==> src/rtl/rhythm_scheduler_if.sv <==
// Bundle of key, timing-configuration and move-handshake signals for rhythm_scheduler.
// i_* are driven toward the scheduler, o_* are produced by it.
interface rhythm_scheduler_if;
  logic        i_j_press;
  logic        i_k_press;
  logic [15:0] i_beat_period;
  logic [7:0]  i_window;
  logic        i_move_ack;
  logic        o_beat;
  logic        o_move_req;
  logic [1:0]  o_move_sel;
  logic        o_hit;
  logic        o_miss;
  logic [15:0] o_score;
  logic [7:0]  o_streak;

  modport master (
    output i_j_press, i_k_press, i_beat_period, i_window, i_move_ack,
    input  o_beat, o_move_req, o_move_sel, o_hit, o_miss, o_score, o_streak
  );

  modport slave (
    input  i_j_press, i_k_press, i_beat_period, i_window, i_move_ack,
    output o_beat, o_move_req, o_move_sel, o_hit, o_miss, o_score, o_streak
  );
endinterface

==> src/rtl/rhythm_scheduler.sv <==
// Beat-synchronous key judge: free-running beat counter, chord detection, hit/miss
// scoring and a move request held until the animation side acknowledges it.
module rhythm_scheduler (
  input logic               i_clk,
  input logic               i_rst,
  rhythm_scheduler_if.slave io_bus
);

  // state   | meaning
  // S_IDLE  | waiting for a key press edge
  // S_CHORD | one key seen, waiting up to 4 cycles for the other key
  // S_JUDGE | single cycle: grade the press, update score/streak
  // S_ISSUE | move request held until acknowledged
  typedef enum logic [1:0] {S_IDLE, S_CHORD, S_JUDGE, S_ISSUE} state_t;

  state_t      r_state, w_state_nxt;
  logic [15:0] r_cnt;
  logic        r_beat;
  logic        r_j_prev, r_k_prev;
  logic [1:0]  r_chord_tmr;
  logic        r_key_j;
  logic        r_combo;
  logic [15:0] r_c;
  logic        r_used;
  logic        r_hit, r_miss;
  logic [1:0]  r_move_sel;
  logic [15:0] r_score;
  logic [7:0]  r_streak;

  logic [15:0] w_period, w_c_far, w_dist, w_score_sat;
  logic [16:0] w_score_sum;
  logic        w_wrap, w_j_edge, w_k_edge, w_hit_ok;
  logic        w_start, w_start_combo, w_to_combo;

  assign w_period    = (io_bus.i_beat_period < 16'd4) ? 16'd4 : io_bus.i_beat_period;
  assign w_wrap      = (r_cnt >= w_period - 16'd1);
  assign w_j_edge    = io_bus.i_j_press & ~r_j_prev;
  assign w_k_edge    = io_bus.i_k_press & ~r_k_prev;
  assign w_c_far     = w_period - r_c;
  assign w_dist      = (r_c < w_c_far) ? r_c : w_c_far;
  assign w_hit_ok    = (w_dist <= {8'd0, io_bus.i_window}) && !r_used;
  assign w_score_sum = {1'b0, r_score} + (r_combo ? 17'd3 : 17'd1);
  assign w_score_sat = w_score_sum[16] ? 16'hFFFF : w_score_sum[15:0];

  always_comb begin
    w_state_nxt   = r_state;
    w_start       = 1'b0;
    w_start_combo = 1'b0;
    w_to_combo    = 1'b0;
    case (r_state)
      S_IDLE: begin
        if (w_j_edge && w_k_edge) begin
          w_state_nxt   = S_JUDGE;
          w_start       = 1'b1;
          w_start_combo = 1'b1;
        end else if (w_j_edge || w_k_edge) begin
          w_state_nxt = S_CHORD;
          w_start     = 1'b1;
        end
      end
      S_CHORD: begin
        if (r_key_j ? w_k_edge : w_j_edge) begin
          w_state_nxt = S_JUDGE;
          w_to_combo  = 1'b1;
        end else if (r_chord_tmr == 2'd3) begin
          w_state_nxt = S_JUDGE;
        end
      end
      S_JUDGE: w_state_nxt = S_ISSUE;
      S_ISSUE: if (io_bus.i_move_ack) w_state_nxt = S_IDLE;
      default: w_state_nxt = S_IDLE;
    endcase
  end

  always_ff @(posedge i_clk) begin
    if (i_rst) begin
      r_state     <= S_IDLE;
      r_cnt       <= 16'd0;
      r_beat      <= 1'b0;
      r_j_prev    <= 1'b1;
      r_k_prev    <= 1'b1;
      r_chord_tmr <= 2'd0;
      r_key_j     <= 1'b0;
      r_combo     <= 1'b0;
      r_c         <= 16'd0;
      r_used      <= 1'b0;
      r_hit       <= 1'b0;
      r_miss      <= 1'b0;
      r_move_sel  <= 2'd0;
      r_score     <= 16'd0;
      r_streak    <= 8'd0;
    end else begin
      r_state  <= w_state_nxt;
      r_j_prev <= io_bus.i_j_press;
      r_k_prev <= io_bus.i_k_press;
      r_cnt    <= w_wrap ? 16'd0 : r_cnt + 16'd1;
      r_beat   <= w_wrap;
      r_hit    <= 1'b0;
      r_miss   <= 1'b0;

      if (w_start) begin
        r_c         <= r_cnt;
        r_combo     <= w_start_combo;
        r_key_j     <= w_j_edge;
        r_chord_tmr <= 2'd0;
      end else if (r_state == S_CHORD) begin
        r_chord_tmr <= r_chord_tmr + 2'd1;
        if (w_to_combo) r_combo <= 1'b1;
      end

      // A judgement in the mid-beat cycle still marks the beat as used.
      if (r_state == S_JUDGE) begin
        r_used <= 1'b1;
        if (w_hit_ok) begin
          r_hit      <= 1'b1;
          r_score    <= w_score_sat;
          r_streak   <= (r_streak == 8'hFF) ? r_streak : r_streak + 8'd1;
          r_move_sel <= r_combo ? 2'd1 : 2'd0;
        end else begin
          r_miss     <= 1'b1;
          r_streak   <= 8'd0;
          r_move_sel <= 2'd2;
        end
      end else if (r_cnt == (w_period >> 1)) begin
        r_used <= 1'b0;
      end
    end
  end

  assign io_bus.o_beat     = r_beat;
  assign io_bus.o_move_req = (r_state == S_ISSUE);
  assign io_bus.o_move_sel = r_move_sel;
  assign io_bus.o_hit      = r_hit;
  assign io_bus.o_miss     = r_miss;
  assign io_bus.o_score    = r_score;
  assign io_bus.o_streak   = r_streak;

endmodule

==> src/flat_wrapper.sv <==
// flat-port wrapper written by rule: the top's interface ports become plain ports
module rhythm_scheduler_flat 
  (i_clk, i_rst, io_bus_i_j_press, io_bus_i_k_press, io_bus_i_beat_period, io_bus_i_window, io_bus_i_move_ack, io_bus_o_beat, io_bus_o_move_req, io_bus_o_move_sel, io_bus_o_hit, io_bus_o_miss, io_bus_o_score, io_bus_o_streak);
  rhythm_scheduler_if io_bus_i ();
  input logic i_clk;
  input logic i_rst;
  input wire logic [$bits(io_bus_i.i_j_press)-1:0] io_bus_i_j_press;
  input wire logic [$bits(io_bus_i.i_k_press)-1:0] io_bus_i_k_press;
  input wire logic [$bits(io_bus_i.i_beat_period)-1:0] io_bus_i_beat_period;
  input wire logic [$bits(io_bus_i.i_window)-1:0] io_bus_i_window;
  input wire logic [$bits(io_bus_i.i_move_ack)-1:0] io_bus_i_move_ack;
  output wire logic [$bits(io_bus_i.o_beat)-1:0] io_bus_o_beat;
  output wire logic [$bits(io_bus_i.o_move_req)-1:0] io_bus_o_move_req;
  output wire logic [$bits(io_bus_i.o_move_sel)-1:0] io_bus_o_move_sel;
  output wire logic [$bits(io_bus_i.o_hit)-1:0] io_bus_o_hit;
  output wire logic [$bits(io_bus_i.o_miss)-1:0] io_bus_o_miss;
  output wire logic [$bits(io_bus_i.o_score)-1:0] io_bus_o_score;
  output wire logic [$bits(io_bus_i.o_streak)-1:0] io_bus_o_streak;
  assign io_bus_i.i_j_press = io_bus_i_j_press;
  assign io_bus_i.i_k_press = io_bus_i_k_press;
  assign io_bus_i.i_beat_period = io_bus_i_beat_period;
  assign io_bus_i.i_window = io_bus_i_window;
  assign io_bus_i.i_move_ack = io_bus_i_move_ack;
  assign io_bus_o_beat = io_bus_i.o_beat;
  assign io_bus_o_move_req = io_bus_i.o_move_req;
  assign io_bus_o_move_sel = io_bus_i.o_move_sel;
  assign io_bus_o_hit = io_bus_i.o_hit;
  assign io_bus_o_miss = io_bus_i.o_miss;
  assign io_bus_o_score = io_bus_i.o_score;
  assign io_bus_o_streak = io_bus_i.o_streak;
  rhythm_scheduler u_core (.i_clk(i_clk), .i_rst(i_rst), .io_bus(io_bus_i));
endmodule
==> config.mk <==
export PLATFORM = sky130hd
export DESIGN_NAME = rhythm_scheduler_flat
export DESIGN_NICKNAME = d
export VERILOG_FILES = /design/src/rtl/rhythm_scheduler_if.sv /design/src/rtl/rhythm_scheduler.sv /design/src/flat_wrapper.sv
export SDC_FILE = /design/constraint.sdc
export NUM_CORES = 1
export LEC_CHECK = 0
export BUFFER_PORTS_ARGS = -buffer_cell sky130_fd_sc_hd__buf_2
export CELL_PAD_IN_SITES_DETAIL_PLACEMENT = 0
export CELL_PAD_IN_SITES_GLOBAL_PLACEMENT = 2
export CORE_MARGIN = 10
export CORE_UTILIZATION = 38
export CTS_CLUSTER_DIAMETER = 50
export DETAILED_ROUTE_END_ITERATION = 10
export PLACE_DENSITY = 0.84
export SLEW_MARGIN = 20
export SYNTH_ARGS = -nofsm -noshare
export SYNTH_HDL_FRONTEND = slang
export SYNTH_SLANG_ARGS = --single-unit
==> constraint.sdc <==
create_clock -name i_clk -period 25.1 [get_ports i_clk]
set_input_delay 5.02 -clock i_clk [delete_from_list [all_inputs] [get_ports i_clk]]
set_output_delay 5.02 -clock i_clk [all_outputs]
set_load 0.05 [all_outputs]
==> metrics.md, run 1 <==
| Metric | Value |
|---|---|
| Sw Pwr | `0.0000853 W` |
| Final hold violations | `0` |
| Max Clk Rate | `78.6 MHz` |
| Worst setup path end | `u_core.io_bus.o_score[7]$_SDFFE_PP0P_` |
| Met3 usage | `2.23%` |
| Reg2Reg Depth | `27` |
| Switching share of power | `26.8%` |
| Critical path launch point type | `input port` |
| Total grt overflow | `0` |
| DP HPWL | `11200 µm` |
| Warnings, synthesis | `0` |
| Worst-Skew Late Latency | `0.34 ns` |
| DIE WIDTH | `139 µm` |
| Worst EP arrival | `12.93 ns` |
| CP Max Fanout | `23` |
| PD cells | `52.0 nW/µm²` |
| Final wirelength | `14200 µm` |
| Pins Over Slew Limit | `0` |
| Count of cell types in the netlist | `64` |
| Setup CP Type | `input port to flip-flop` |
| FF-to-FF Start | `u_core.r_c[0]$_SDFFE_PP0P_` |
| # hold bufs at CTS | `0` |
| Grt met2 use | `24.1%` |
| Leakage | `2.63 nW` |
| Worst r2r dst | `u_core.io_bus.o_score[7]$_SDFFE_PP0P_` |
| Cts repair resizes | `0` |
| Outcome | `completed` |
| Final Setup Violations | `0` |
| Htree depth | `3` |
| Fin Setup TNS | `0 ns` |
| Initial DRT Pass Iterations | `4` |
| Floorplan row count | `43` |
| TritonCTS clock tree | `done` |
| Critical path's slowest cell | `nor2b_2` |
| Mean Syn Cell Area | `7.99 µm²` |
| Clk network pwr share | `45.7%` |
| Comb power frac | `17.5%` |
| Yosys top cell by area | `dfxtp_1` |
| Via count | `4776` |
| VDD IR max | `0.0000351 V` |
| Min-Delay Path Class | `flip-flop to flip-flop` |
| ANT cells | `0` |
| Clock root cell | `clkbuf_16` |
| Reg2reg setup slack | `18.23 ns` |
| Die Footprint | `19300 µm²` |
| Post-synthesis sequential area ratio | `26.1%` |
| Final Net Count | `810` |
| First-pass GRT wire length | `23600 µm` |
| Seq cells post-synth | `70` |
| Top Ports | `59` |
| Clk slew on worst S/H paths | `0.06 ns` |
| Internal cell power | `0.000232 W` |
| Largest net degree at the start of global routing | `51` |
| Max-cap violations | `0` |
| Tmin final | `12.73 ns` |
| Most used cell, CP | `nand2_1` |
| Post-Syn Instances | `671` |
| Placeable Area | `13800 µm²` |
| Antenna violations before repair | `0` |
| Seq pwr share | `36.8%` |
| Drt initial violations | `258` |
| Met1 global-route usage | `18.5%` |
| Async SR Flop Fraction | `0%` |
| Clk buf depth | `2` |
| Routed len/inst | `15.9 µm` |
| Rel. slew slack | `37.9%` |
| EDFF count, synth | `0` |
| Ys flop type | `dfxtp_1` |
| Layout cells sized above 1 | `12.8%` |
| Worst Max-Slew Pin Slew | `0.927 ns` |
| Initial Util | `38.8%` |
| Vias in the first global route | `4719` |
| Layout Skew | `0.00634 ns` |
| Fin crit share | `50.7%` |
| Worst endpoint required time | `25.30 ns` |
| Routed Antenna Nets | `0` |
| Post-route insts no fill | `897` |
| Final Wtd Congestion | `0.872` |
| Cells after DPL | `881` |
| Area grow syn2layout | `14.1%` |
| Postcts setup bufs | `0` |
| RSZ-0062 raised after global routing | `false` |
| Synth top area share | `26.1%` |
| Setup crit start | `io_bus_i_beat_period[10]` |
| Syn_nets | `768` |
| Largest cells by area after synthesis | `dfxtp_1 (26%), ha_1 (15%), nand2_1 (5.5%), xnor2_1 (4.9%), xor2_1 (4.7%)` |
| Die height | `139 µm` |
| Slowest stage delay, CP | `0.81 ns` |
| CTS Sinks | `70` |
| Num CTS Buffers | `9` |
| DRC | `0` |
| Gr busiest metal | `met2` |
| Buffers on Ports | `58` |
| GRT Total Usage | `14.5%` |
| Vias/cell | `5.32` |
| Crit. End Element | `flip-flop` |
| Synthesized cell area | `5360 µm²` |
## sequential cells by signal (all words and copies together) (netlist names)
signal	cells
u_core.io_bus.o_hit	1
u_core.io_bus.o_beat	1
u_core.r_chord_tmr	2
u_core.r_c	16
u_core.r_j_prev	1
u_core.r_combo	1
u_core.io_bus.o_streak	8
u_core.r_state	2
u_core.r_k_prev	1
u_core.r_key_j	1
u_core.io_bus.o_move_sel	2
u_core.io_bus.o_miss	1
u_core.r_cnt	16
u_core.r_used	1
u_core.io_bus.o_score	16
## worst max-delay path, delay by kind of cell
family	cells	cell delay, ns
AOI/OAI and AO/OA	9	1.82
adders and majority gates	4	1.19
and+or+nand+nor	16	4.33
buffers and inverters	4	0.54
## cell usage after synthesis, types with 10 or more instances
| cell type | n |
|---|---|
| nand2_1 | 78 |
| dfxtp_1 | 70 |
| ha_1 | 66 |
| nor2_1 | 56 |
| a21oi_1 | 50 |
| inv_1 | 45 |
| xnor2_1 | 30 |
| xor2_1 | 29 |
| clkbuf_1 | 25 |
| nand3_1 | 23 |
| a21o_1 | 16 |
| o21ai_0 | 14 |
| nand4_1 | 12 |
| nor2b_1 | 12 |
| and3_1 | 11 |
| a311oi_1 | 10 |
| nor3_1 | 10 |
## worst min path at each step
stage,from,endpoint,slack [ns],cells past startpoint
after floorplan,u_core.r_cnt[0]$_SDFF_PP0_,u_core.r_cnt[0]$_SDFF_PP0_,0.45,1
final,u_core.r_c[5]$_SDFFE_PP0P_,u_core.r_c[5]$_SDFFE_PP0P_,0.48,2
after detailed placement,u_core.r_c[5]$_SDFFE_PP0P_,u_core.r_c[5]$_SDFFE_PP0P_,0.47,2
after CTS,u_core.r_c[5]$_SDFFE_PP0P_,u_core.r_c[5]$_SDFFE_PP0P_,0.48,2
after global routing,u_core.io_bus.o_move_sel[0]$_SDFFE_PP0P_,u_core.io_bus.o_move_sel[0]$_SDFFE_PP0P_,0.50,2
after global placement,u_core.io_bus.o_move_sel[1]$_SDFFE_PP0P_,u_core.io_bus.o_move_sel[1]$_SDFFE_PP0P_,0.46,2
## cells by family after synthesis
family | share of synthesized area (%)
fa+ha+maj | 16.2
simple gates | 22.4
flops | 26.1
mux | 1.91
buf+inv | 5.63
compound gates | 17.8
xor+xnor | 9.94
## power groups by stage
stage               clock network, W  logic [W]  registers, W
finish                      0.000145  0.0000556      0.000117
global route                0.000153  0.0000630      0.000117
CTS                         0.000148  0.0000562      0.000117
detailed placement                 0  0.0000558      0.000119
global placement                   0  0.0000544      0.000119
floorplan                          0  0.0000403      0.000120
## per-stage QoR
step	area, µm²	total power (W)	hold slack (ns)	util (%)	worst slack, ns
after floorplan	5360	0.000160	0.453	-	13.58
after global placement	5770	0.000174	0.462	41.7	12.12
after detailed placement	5770	0.000175	0.473	41.7	11.89
after CTS	6100	0.000321	0.481	44.1	12.22
after global routing	6110	0.000333	0.499	44.2	11.74
final	6110	0.000318	0.476	44.2	12.37
## final cells by class
cell class                      instances  area, µm²
Clock buffer                            9        225
Clock inverter                          6        111
Multi-Input combinational cell        524       3660
Fill cell                            1399       7710
Tap cell                              180        225
Timing Repair Buffer                   61        313
Sequential cell                        70       1400
Inverter                               47        176
## routing by layer
layer  share of wire [%]  routed length (µm)
met1                  47                6740
met2                  48                6830
met4                 2.0                 286
met5                   0                   0
met3                 2.7                 389
## layout by cell type, fill, tap and decap left out, types with 10 or more instances in the layout
cell type / count
a311oi_1: 10
nor2b_1: 12
a21o_1: 16
o21ai_0: 14
nand2_1: 78
nor3_1: 10
nand4_1: 12
xnor2_1: 30
ha_1: 66
dfxtp_1: 70
buf_2: 58
inv_1: 45
nor2_1: 56
nand3_1: 23
and3_1: 11
xor2_1: 29
a21oi_1: 50
(Power assumes the default switching activity.)
==> inputs of run 2 (changes only) <==
- CORE_UTILIZATION: 38 -> 32
- PLACE_DENSITY: 0.84 -> 0.75
- clock period: 25.1 -> 11.6 ns (I/O delays scaled with it)
==> run 2 against run 1 <==
Compared with the run above: clock skew rose by 0.0011 ns; cell area barely moved; first-iteration DRC count fell by 33%; highest routed layer unchanged; final cell count rose by 4.3%.
==> metrics.md, run 2 (synthesis results as in run 1) <==
| Metric | Value |
|---|---|
| Outcome | `completed (unchanged)` |
| Critical path's slowest cell | `nor2b_2 (unchanged)` |
| Setup CP Type | `input port to flip-flop (unchanged)` |
| Fin crit share | `87.2%` |
| Antenna violations before repair | `0 (unchanged)` |
| Layout cells sized above 1 | `12.6% (was 12.8%)` |
| Worst Max-Slew Pin Slew | `0.968 ns (was 0.927 ns)` |
| Routed Antenna Nets | `0 (unchanged)` |
| Total grt overflow | `0 (unchanged)` |
| Top Ports | `59 (unchanged)` |
| Pins Over Slew Limit | `0 (unchanged)` |
| First-pass GRT wire length | `23700 µm (was 23600 µm)` |
| Placeable Area | `16500 µm² (was 13800 µm²)` |
| Max Clk Rate | `98.8 MHz` |
| Tmin final | `10.12 ns` |
| Worst-Skew Late Latency | `0.33 ns (was 0.34 ns)` |
| Floorplan row count | `47 (was 43)` |
| Post-route design area | `6120 µm² (was 6110 µm²)` |
| TritonCTS clock tree | `done (unchanged)` |
| Slowest stage delay, CP | `0.80 ns (was 0.81 ns)` |
| Drt initial violations | `173 (was 258)` |
| Placement Setup Slack | `0.972 ns (was 11.89 ns)` |
| Total Power | `0.000652 W (was 0.000318 W)` |
| Crit path buffers/inverters | `4 (unchanged)` |
| ANT cells | `0 (unchanged)` |
| PD cells | `107 nW/µm² (was 52.0 nW/µm²)` |
| Die Footprint | `22300 µm² (was 19300 µm²)` |
| Area grow syn2layout | `14.1% (about the same)` |
| Clk slew on worst S/H paths | `0.06 ns (about the same)` |
| DIE WIDTH | `149 µm (was 139 µm)` |
| Vias/cell | `5.07 (was 5.32)` |
| Critical path launch point type | `input port (unchanged)` |
| Layout Skew | `0.00742 ns (was 0.00634 ns)` |
| Commonest cells after routing, fill and taps aside | `nand2_1 (78), dfxtp_1 (70), ha_1 (66) (unchanged)` |
| Rel. slew slack | `35.5% (was 37.9%)` |
| Util after Layout | `37.0% (was 44.2%)` |
| CP Max Fanout | `23 (unchanged)` |
| Final worst slack | `1.48 ns (was 12.37 ns)` |
| Min-Delay Path Class | `flip-flop to flip-flop (unchanged)` |
| Top delay family on crit path | `simple AND/OR/NAND/NOR gates (unchanged)` |
| Cts repair resizes | `0 (unchanged)` |
| Final wirelength | `14500 µm (was 14200 µm)` |
| # hold bufs at CTS | `0 (unchanged)` |
| Final Net Count | `808 (was 810)` |
| Num CTS Buffers | `9 (unchanged)` |
| Final Setup Violations | `0 (unchanged)` |
| GRT Total Usage | `12.9% (was 14.5%)` |
| Htree depth | `3 (unchanged)` |
| VDD IR max | `0.0000597 V (was 0.0000351 V)` |
| Buffers on Ports | `58 (unchanged)` |
| Vias in the first global route | `4742 (was 4719)` |
| Via count | `4742 (was 4776)` |
| Crit. End Element | `flip-flop (unchanged)` |
| Worst EP arrival | `10.29 ns (was 12.93 ns)` |
| Leakage | `2.60 nW (was 2.63 nW)` |
| Postcts setup bufs | `0 (unchanged)` |
| Initial DRT Pass Iterations | `4 (unchanged)` |
| Initial Util | `32.4% (was 38.8%)` |
| Clk buf depth | `2 (unchanged)` |
| Routed len/inst | `15.5 µm (was 15.9 µm)` |
| Most common cell after layout, fill and taps aside | `nand2_1 (unchanged)` |
| Largest net degree at the start of global routing | `51 (unchanged)` |
| Max-cap violations | `0 (unchanged)` |
| RSZ-0062 raised after global routing | `false (unchanged)` |
| Clock root cell | `clkbuf_16 (unchanged)` |
| Post-place instance area | `5800 µm² (was 5770 µm²)` |
| Final hold violations | `0 (unchanged)` |
| DP HPWL | `11400 µm (was 11200 µm)` |
| CTS Sinks | `70 (unchanged)` |
| Fin Setup TNS | `0 ns (unchanged)` |
| Die height | `149 µm (was 139 µm)` |
| Final Wtd Congestion | `0.875 (was 0.872)` |
| Worst endpoint required time | `11.77 ns (was 25.30 ns)` |
| DRC | `0 (unchanged)` |
run 2: changes by cell type in the layout (fill, tap and decap cells not counted), sizes merged:
cell | before | now
buf | 61 | 59
bufinv | 3 | 1
clkbuf | 9 | 13
clkinv | 2 | 1
run 2: final timing paths:
kind,to,start,slack (ns),cells past startpoint
worst max-delay path,u_core.io_bus.o_score[7]$_SDFFE_PP0P_,io_bus_i_beat_period[10],1.48,32
worst min-delay path,u_core.io_bus.o_move_sel[1]$_SDFFE_PP0P_,u_core.io_bus.o_move_sel[1]$_SDFFE_PP0P_,0.48,2
worst max register to register,u_core.io_bus.o_score[7]$_SDFFE_PP0P_,u_core.r_c[0]$_SDFFE_PP0P_,4.71,26
worst min register to register,u_core.io_bus.o_move_sel[1]$_SDFFE_PP0P_,u_core.io_bus.o_move_sel[1]$_SDFFE_PP0P_,0.48,2
run 2: report_power, final:
part	total [W]	internal (W)	switching, W
Sequential	0.000253	0.000247	0.00000598
Clock	0.000280	0.000178	0.000102
Combinational	0.000120	0.0000471	0.0000727
Total	0.000652	0.000472	0.000180
run 2: through the flow:
stage	hold slack (ns)	std cells
finish	0.483	936
detailed placement	0.474	919
floorplan	0.453	671
CTS	0.484	935
global placement	0.466	919
global route	0.497	936
run 2: area by class of cell:
type                    instances  area [µm²]
well taps                     220         275
flip-flops and latches         70        1400
inverters                      47         176
multi-input cells             524        3660
clock inverters                 3        42.5
repair buffers                 59         298
fillers                      1724       10400
clock buffers                  13         260
run 2: routing by layer:
metal / wire [µm] / track usage (%) / up-vias / part of all wire (%)
li1: - / - / 2440 / -
met1: 6950 / 16.4 / 2203 / 48
met2: 6870 / 21.5 / 82 / 47
met3: 438 / 2.17 / 17 / 3.0
met4: 218 / 4.42 / 0 / 1.5
met5: 0 / 0 / - / 0
run 2: worst register-to-register path, delay by kind of cell (launching register included):
| family | cells | cell delay, ns |
|---|---|---|
| AND/OR/NAND/NOR | 8 | 2.42 |
| AO/OA/AOI/OAI | 10 | 2.17 |
| multiplexers | 1 | 0.12 |
| buffers and inverters | 3 | 0.39 |
| adder cells (fa/ha/maj) | 4 | 1.20 |
| flip-flops | 1 | 0.40 |
